**src/rtl/stack_controller.sv**
```systemverilog
// Multicycle control FSM for the 8-bit stack-machine datapath: fetch/decode,
// datapath enables and selects, run/halt control and a retired-instruction counter.
module stack_controller #(
  parameter int unsigned CNT_W = 16
) (
  input  logic             clk,
  input  logic             rst,
  input  logic             start,
  input  logic             halt_req,
  input  logic [2:0]       opcode,
  input  logic [7:0]       tos,
  output logic             addrSrc,
  output logic             mem_read,
  output logic             mem_write,
  output logic             ir_write,
  output logic             mdr_en,
  output logic             pc_write,
  output logic             jump,
  output logic             load_a,
  output logic             load_b,
  output logic [1:0]       alu_control,
  output logic             push,
  output logic             pop,
  output logic             stack_src,
  output logic             busy,
  output logic             retire,
  output logic [CNT_W-1:0] retired_cnt
);

  typedef enum logic [3:0] {
    S_IDLE,
    S_FETCH,
    S_DECODE,
    S_POPA,
    S_POPB,
    S_EXEC,
    S_MEMRD,
    S_PUSHM,
    S_POPW,
    S_JUMP
  } state_t;

  localparam logic [2:0] OP_NOT  = 3'b011;
  localparam logic [2:0] OP_PUSH = 3'b100;
  localparam logic [2:0] OP_POP  = 3'b101;
  localparam logic [2:0] OP_JMP  = 3'b110;
  localparam logic [2:0] OP_JZ   = 3'b111;

  state_t           state_q, state_d;
  logic [CNT_W-1:0] cnt_q, cnt_d;

  always_ff @(posedge clk) begin
    if (rst) begin
      state_q <= S_IDLE;
      cnt_q   <= '0;
    end else begin
      state_q <= state_d;
      cnt_q   <= cnt_d;
    end
  end

  always_comb begin
    state_d     = state_q;
    cnt_d       = cnt_q;
    addrSrc     = 1'b0;
    mem_read    = 1'b0;
    mem_write   = 1'b0;
    ir_write    = 1'b0;
    mdr_en      = 1'b0;
    pc_write    = 1'b0;
    jump        = 1'b0;
    load_a      = 1'b0;
    load_b      = 1'b0;
    alu_control = 2'b00;
    push        = 1'b0;
    pop         = 1'b0;
    stack_src   = 1'b0;
    retire      = 1'b0;

    unique case (state_q)
      S_IDLE: begin
        if (start) state_d = S_FETCH;
      end
      S_FETCH: begin
        mem_read = 1'b1;
        ir_write = 1'b1;
        pc_write = 1'b1;
        state_d  = S_DECODE;
      end
      S_DECODE: begin
        unique case (opcode)
          OP_PUSH: state_d = S_MEMRD;
          OP_POP:  state_d = S_POPW;
          OP_JMP:  state_d = S_JUMP;
          OP_JZ: begin
            // Untaken JZ finishes here, so it retires in DECODE.
            if (tos == 8'h00) state_d = S_JUMP;
            else              retire  = 1'b1;
          end
          default: state_d = S_POPA;
        endcase
      end
      S_POPA: begin
        load_a  = 1'b1;
        pop     = 1'b1;
        state_d = (opcode == OP_NOT) ? S_EXEC : S_POPB;
      end
      S_POPB: begin
        load_b  = 1'b1;
        pop     = 1'b1;
        state_d = S_EXEC;
      end
      S_EXEC: begin
        alu_control = opcode[1:0];
        push        = 1'b1;
        retire      = 1'b1;
      end
      S_MEMRD: begin
        addrSrc  = 1'b1;
        mem_read = 1'b1;
        mdr_en   = 1'b1;
        state_d  = S_PUSHM;
      end
      S_PUSHM: begin
        stack_src = 1'b1;
        push      = 1'b1;
        retire    = 1'b1;
      end
      S_POPW: begin
        addrSrc   = 1'b1;
        mem_write = 1'b1;
        pop       = 1'b1;
        retire    = 1'b1;
      end
      S_JUMP: begin
        jump     = 1'b1;
        pc_write = 1'b1;
        retire   = 1'b1;
      end
      default: state_d = S_IDLE;
    endcase

    if (retire) begin
      state_d = halt_req ? S_IDLE : S_FETCH;
      cnt_d   = cnt_q + CNT_W'(1);
    end
  end

  assign busy        = (state_q != S_IDLE);
  assign retired_cnt = cnt_q;

endmodule

```
**config.mk**
```make
export PLATFORM = sky130hd
export DESIGN_NAME = stack_controller
export DESIGN_NICKNAME = d
export VERILOG_FILES = /design/src/rtl/stack_controller.sv
export SDC_FILE = /design/constraint.sdc
export NUM_CORES = 1
export LEC_CHECK = 0
export CORE_MARGIN = 2
export CORE_UTILIZATION = 38
export DETAILED_ROUTE_END_ITERATION = 10
export PLACE_DENSITY_LB_ADDON = 0.15
export SLEW_MARGIN = 20
export SYNTH_ARGS = -nofsm -noshare
export SYNTH_HDL_FRONTEND = slang
export SYNTH_SLANG_ARGS = --single-unit
```
**constraint.sdc**
```tcl
create_clock -name clk -period 1.7 [get_ports clk]
set_clock_uncertainty 0.15 [all_clocks]
set_input_delay 0.17 -clock clk [delete_from_list [all_inputs] [get_ports clk]]
set_output_delay 0.17 -clock clk [all_outputs]
set_load 0.01 [all_outputs]
```
# Yosys cells after proc, flatten, opt, wreduce, memory -nomap -nowiden
# Index checks and enable logic that the tools add are counted.
# word_totals
word_cells	53
out_inout_bits	32
input_bits	15
regBits	20
# op_classes
eq_ne	17
muxes	23
addsub	1
n_reduce_logical	10
# op_table
operator	count
case mux 4 bit (7 select lines)	1
adder 16 x 1 -> 16 bit (second input constant)	1
== test 4 x 3 -> 1 bit (second input constant)	4
two-way mux 1 bit	16
case mux 4 bit (4 select lines)	1
== test 3 bit (second input constant)	4
two-way mux 4 bit	3
== test 4 x 2 -> 1 bit (second input constant)	2
== test 4 bit (second input constant)	2
logical NOT 8 bit	1
OR reduction 2 bit	4
== test 4 x 1 -> 1 bit (second input constant)	1
logical NOT 4 bit	1
!= test 4 bit (second input constant)	1
nonzero test 4 bit	1
OR reduction 4 bit	1
== test 3 x 2 -> 1 bit (second input constant)	1
!= test 3 bit (second input constant)	1
AND reduction 3 bit	1
OR reduction 3 bit	1
two-way mux 2 bit	1
!= test 2 x 1 -> 1 bit (second input constant)	1
case mux 1 bit (2 select lines)	1

# Longest topological paths before layout
# logic_depth
depth_word	6
mapped_depth	7

# Least setup slack after synthesis
# No wires, ideal clock.
# synth_timing
kind	register to register
from	reg cnt_q[2], in the netlist retired_cnt[2]
to	reg cnt_q[15], in the netlist retired_cnt[15]
slack_ns	-0.243
stages_incl_launch_ff	7
synth_period_minus_slack_ns	1.943
arrival_time_ns	1.677
cell_sequence	dfxtp_1 > nand4_1 > or3_1 > clkbuf_1 > nor4_1 > a21oi_1 > a31o_1
# synth_between
elab_chain_cells	1
# synth_lines
element	line_no	text
start, declared	50	logic [CNT_W-1:0] cnt_q, cnt_d;
start signal, assigned	58	cnt_q <= cnt_d;
adder 16 x 1 -> 16 bit	145	cnt_d = cnt_q + CNT_W'(1);
# No other way between the ends.
# A chain may end at the register's enable or synchronous reset.

# Final worst setup path
# layout_timing
from	reg state_q[1]
to	reg cnt_q[8], in the netlist retired_cnt[8]
# layout_between
elab_chain_cells	3
word_cells_on_any_way	7
cone_classes	eq/ne: 5; mux: 1; reduce/logical: 1
# layout_lines
element	line_no	text
start, declared	49	state_t state_q, state_d;
start signal, assigned	57	state_q <= state_d;
== test 4 bit or == test 4 x 3 -> 1 bit (tied branches)	80	unique case (state_q)
OR reduction 4 bit (no source line)	-	
case mux 1 bit (2 select lines) *	80	
# Mark *: on every way between the ends. The rest lies on a longest branch, timed or not.

==> impl_results.md <==
- Drt total wl: 4300 um
- Net count reported at finish: 270
- Number of buffers created by CTS: 3
- RSZ-0062 raised after global routing: yes
- Leakage: 0.000989 uW
- First-pass iteration count of the detailed router: 4
- Hold buffers post-CTS: 0
- Hold WS: 367 ps
- Synth warn: 0
- Hold Startpoint: retired_cnt[9]
- P&R area growth vs syn: 102%
- Core area: 2980 sq um
- DP HPWL: 2820 um
- Initial Util: 0.389
- Yosys top cell area share: 0.345
- Fin crit share: 1.13
- Synth top area cells: dfxtp_1, a21oi_1, or4_1, or3_1, nor2_1
- Die area: 3510 sq um
- Root Driver: clkbuf_4
- Post-synth net total: 167
- Antenna violations before repair: 0
- ANT nets after route: 0
- Worst hold stages: 2
- N_diodes: 0
- Failing checks: negative setup slack
- WS Path Type: reg -> reg
- FF+latch count, synth: 20
- Worst reg2reg startpoint: state_q[1]
- Worst Path Max Fanout: 7
- Clk buf depth: 2
- Max-cap violations: 0
- Worst Path Required: 1800 ps
- Reg clk slew, reported paths: 110 ps
- Final number of setup-violating endpoints: 29
- H-tree Lvls: 1
- Top-level I/O count: 47
- Top_reg_cell synth: dfxtp_1
- FP Rows: 20
- Largest stage delay on the critical path: 510 ps
- Post-layout min period: 1920 ps
- Via count: 1531
- Mean Syn Cell Area: 7.68 sq um
- Hold/Removal Path Class: reg -> reg
- Worst-Skew Late Latency: 300 ps
- Gpl congestion: 0.766
- Max_slew headroom: 0.669
- Post-synth ARST share: 0
- Mapped Area: 1160 sq um
- Slowest CP cell: or4_4
- Crit. End Element: register
- Post-synthesis sequential area ratio: 0.345
- R2r setup slk: -220 ps
- CP startpoint kind: register
- Max-slew violations: 0
- Number of synthesized flops with an enable pin: 0
- WL/cell: 15.0 um
- Buffers on Ports: 46
- Largest net degree at the start of global routing: 14
- Total GRT Usage: 0.244
- Leading area contributor after synthesis: dfxtp_1
- CP arrival: 2010 ps
- Vias in the first global route: 1557
- DRC viols: 0
- Synth unique cells: 37
- Fmax: 0.522 GHz
- CTS tree: yes
- First-pass GRT wire length: 6620 um
- R2r worst-path depth: 6
- Final Hold Viols: 0
- Die height: 59.2 um
- Maximum VDD drop: 357 uV
- Clock sinks: 20
- Hold EP: retired_cnt[9]
- CP cell instances: nor2b_4 > nand3_2 > o31a_4 > buf_6 > or4_4 > a21oi_2
- GR Overflow Total: 0
- Post-Layout Cell Count: 286
- Die extent in x: 59.2 um
- Post-synthesis cell count: 151
- Vias per Instance: 5.35
- Power density over the cells: 493 nW/um^2
- Final worst slack: -217 ps
- 1st-iter DRT viols: 58
- Inst Count DP: 265
- Layout cells sized above 1: 0.514
- Worst-Margin Slew: 496 ps
- Status: complete, but fails checks
- Reg2Reg Capture Point: retired_cnt[8]
cells in the mapped netlist (2+ instances only):
cell type  instances
o21bai_1           2
and2_1             4
nand3_1            2
o31ai_1            6
nor2_1            13
inv_1              3
nand2_1           12
o21a_1             2
dfxtp_1           20
a31o_1             2
or3_1              8
nand4_1            7
nor3_1             3
nor3b_1            4
a21oi_1           16
clkbuf_1           4
inv_2              3
or4_1              7
o21ai_1            7
buf_2              3
nand2b_1           6
nor4_1             2
registers in the layout, summed over array words and instances (netlist names):
signal / cells
state_q: 4
retired_cnt: 16
worst max path at each step:
| stage | startpoint | endpoint | depth (start not counted) |
|---|---|---|---|
| floorplan | retired_cnt[0] | retired_cnt[9] | 5 |
| CTS | state_q[1] | retired_cnt[11] | 6 |
| global placement | tos[5] | retire | 6 |
| global route | state_q[1] | retired_cnt[8] | 6 |
| detailed placement | tos[5] | state_q[2] | 8 |
| finish | state_q[1] | retired_cnt[8] | 6 |
what timing repair did:
item | CTS | global route
buffers inserted | 13 | 6
pin swaps | 14 | 20
resized for setup | 109 | 34
endpoints found under the setup margin | 37 | 37
area by class of cell:
cell class	instances	area (sq um)
clock buffers	4	36.3
fillers	195	632
repair buffers	106	917
inverters	6	30.0
well taps	33	41.3
flip-flops and latches	20	432
multi-input cells	117	890
power by group:
group	leakage [uW]	total, uW	switching (uW)	internal, uW
clock network	0.0000210	274	143	131
logic	0.000798	401	176	225
registers	0.000170	481	10.1	471
total	0.000989	1160	329	827
worst max-delay path: cells and delay by family (launching register included):
family | cells | cell delay, ps
AO/OA/AOI/OAI | 2 | 440
buffers and inverters | 1 | 140
flip-flops | 1 | 370
AND/OR/NAND/NOR | 3 | 760
cells by family (layout without fill, tap and decap cells):
group                    Yosys count  after routing  synth area share
buffers and inverters             14            116            0.0485
AND/OR/NAND/NOR                   75             75             0.373
flip-flops                        20             20             0.345
multiplexers                       1              1           0.00863
AO/OA/AOI/OAI                     39             39             0.206
adder cells (fa/ha/maj)            1              1            0.0108
XOR/XNOR                           1              1           0.00755
per-layer routing:
metal | up-vias | part of all wire | track usage
met1 | 723 | 0.39 | 0.269
met3 | 8 | 0.049 | 0.0371
met5 | - | 0 | 0
met4 | 0 | 0.017 | 0.0812
li1 | 755 | - | -
met2 | 45 | 0.54 | 0.465
stage by stage:
stage               setup WS [ps]  utilization  TNS (ps)  area (sq um)  power [uW]
floorplan                   -16.7            -      -105          1230         612
global placement             -545        0.672     -9440          2000         788
detailed placement           -570        0.672    -10170          2000         794
CTS                          -201        0.742     -2430          2210        1120
global route                 -262        0.788     -4980          2350        1210
finish                       -217        0.788     -3160          2350        1160
layout by cell type, fill, tap and decap left out, types with 3 or more instances in the layout:
master	synthesis	final
a21oi_1	16	9
a21oi_2	0	7
buf_2	3	10
buf_4	0	45
buf_6	0	18
clkbuf_4	0	3
clkdlybuf4s15_1	0	4
clkdlybuf4s50_1	0	21
dfxtp_1	20	7
dfxtp_2	0	7
dfxtp_4	0	6
dlygate4sd2_1	0	5
nand2_1	12	11
nand2b_1	6	4
nand4_1	7	7
nor2_1	13	8
nor2_4	0	3
o21ai_1	7	7
o31ai_1	6	6
or3_1	8	6
or4_1	7	4
or4_4	0	3
Note: power is estimated with default switching activity, not from simulation.
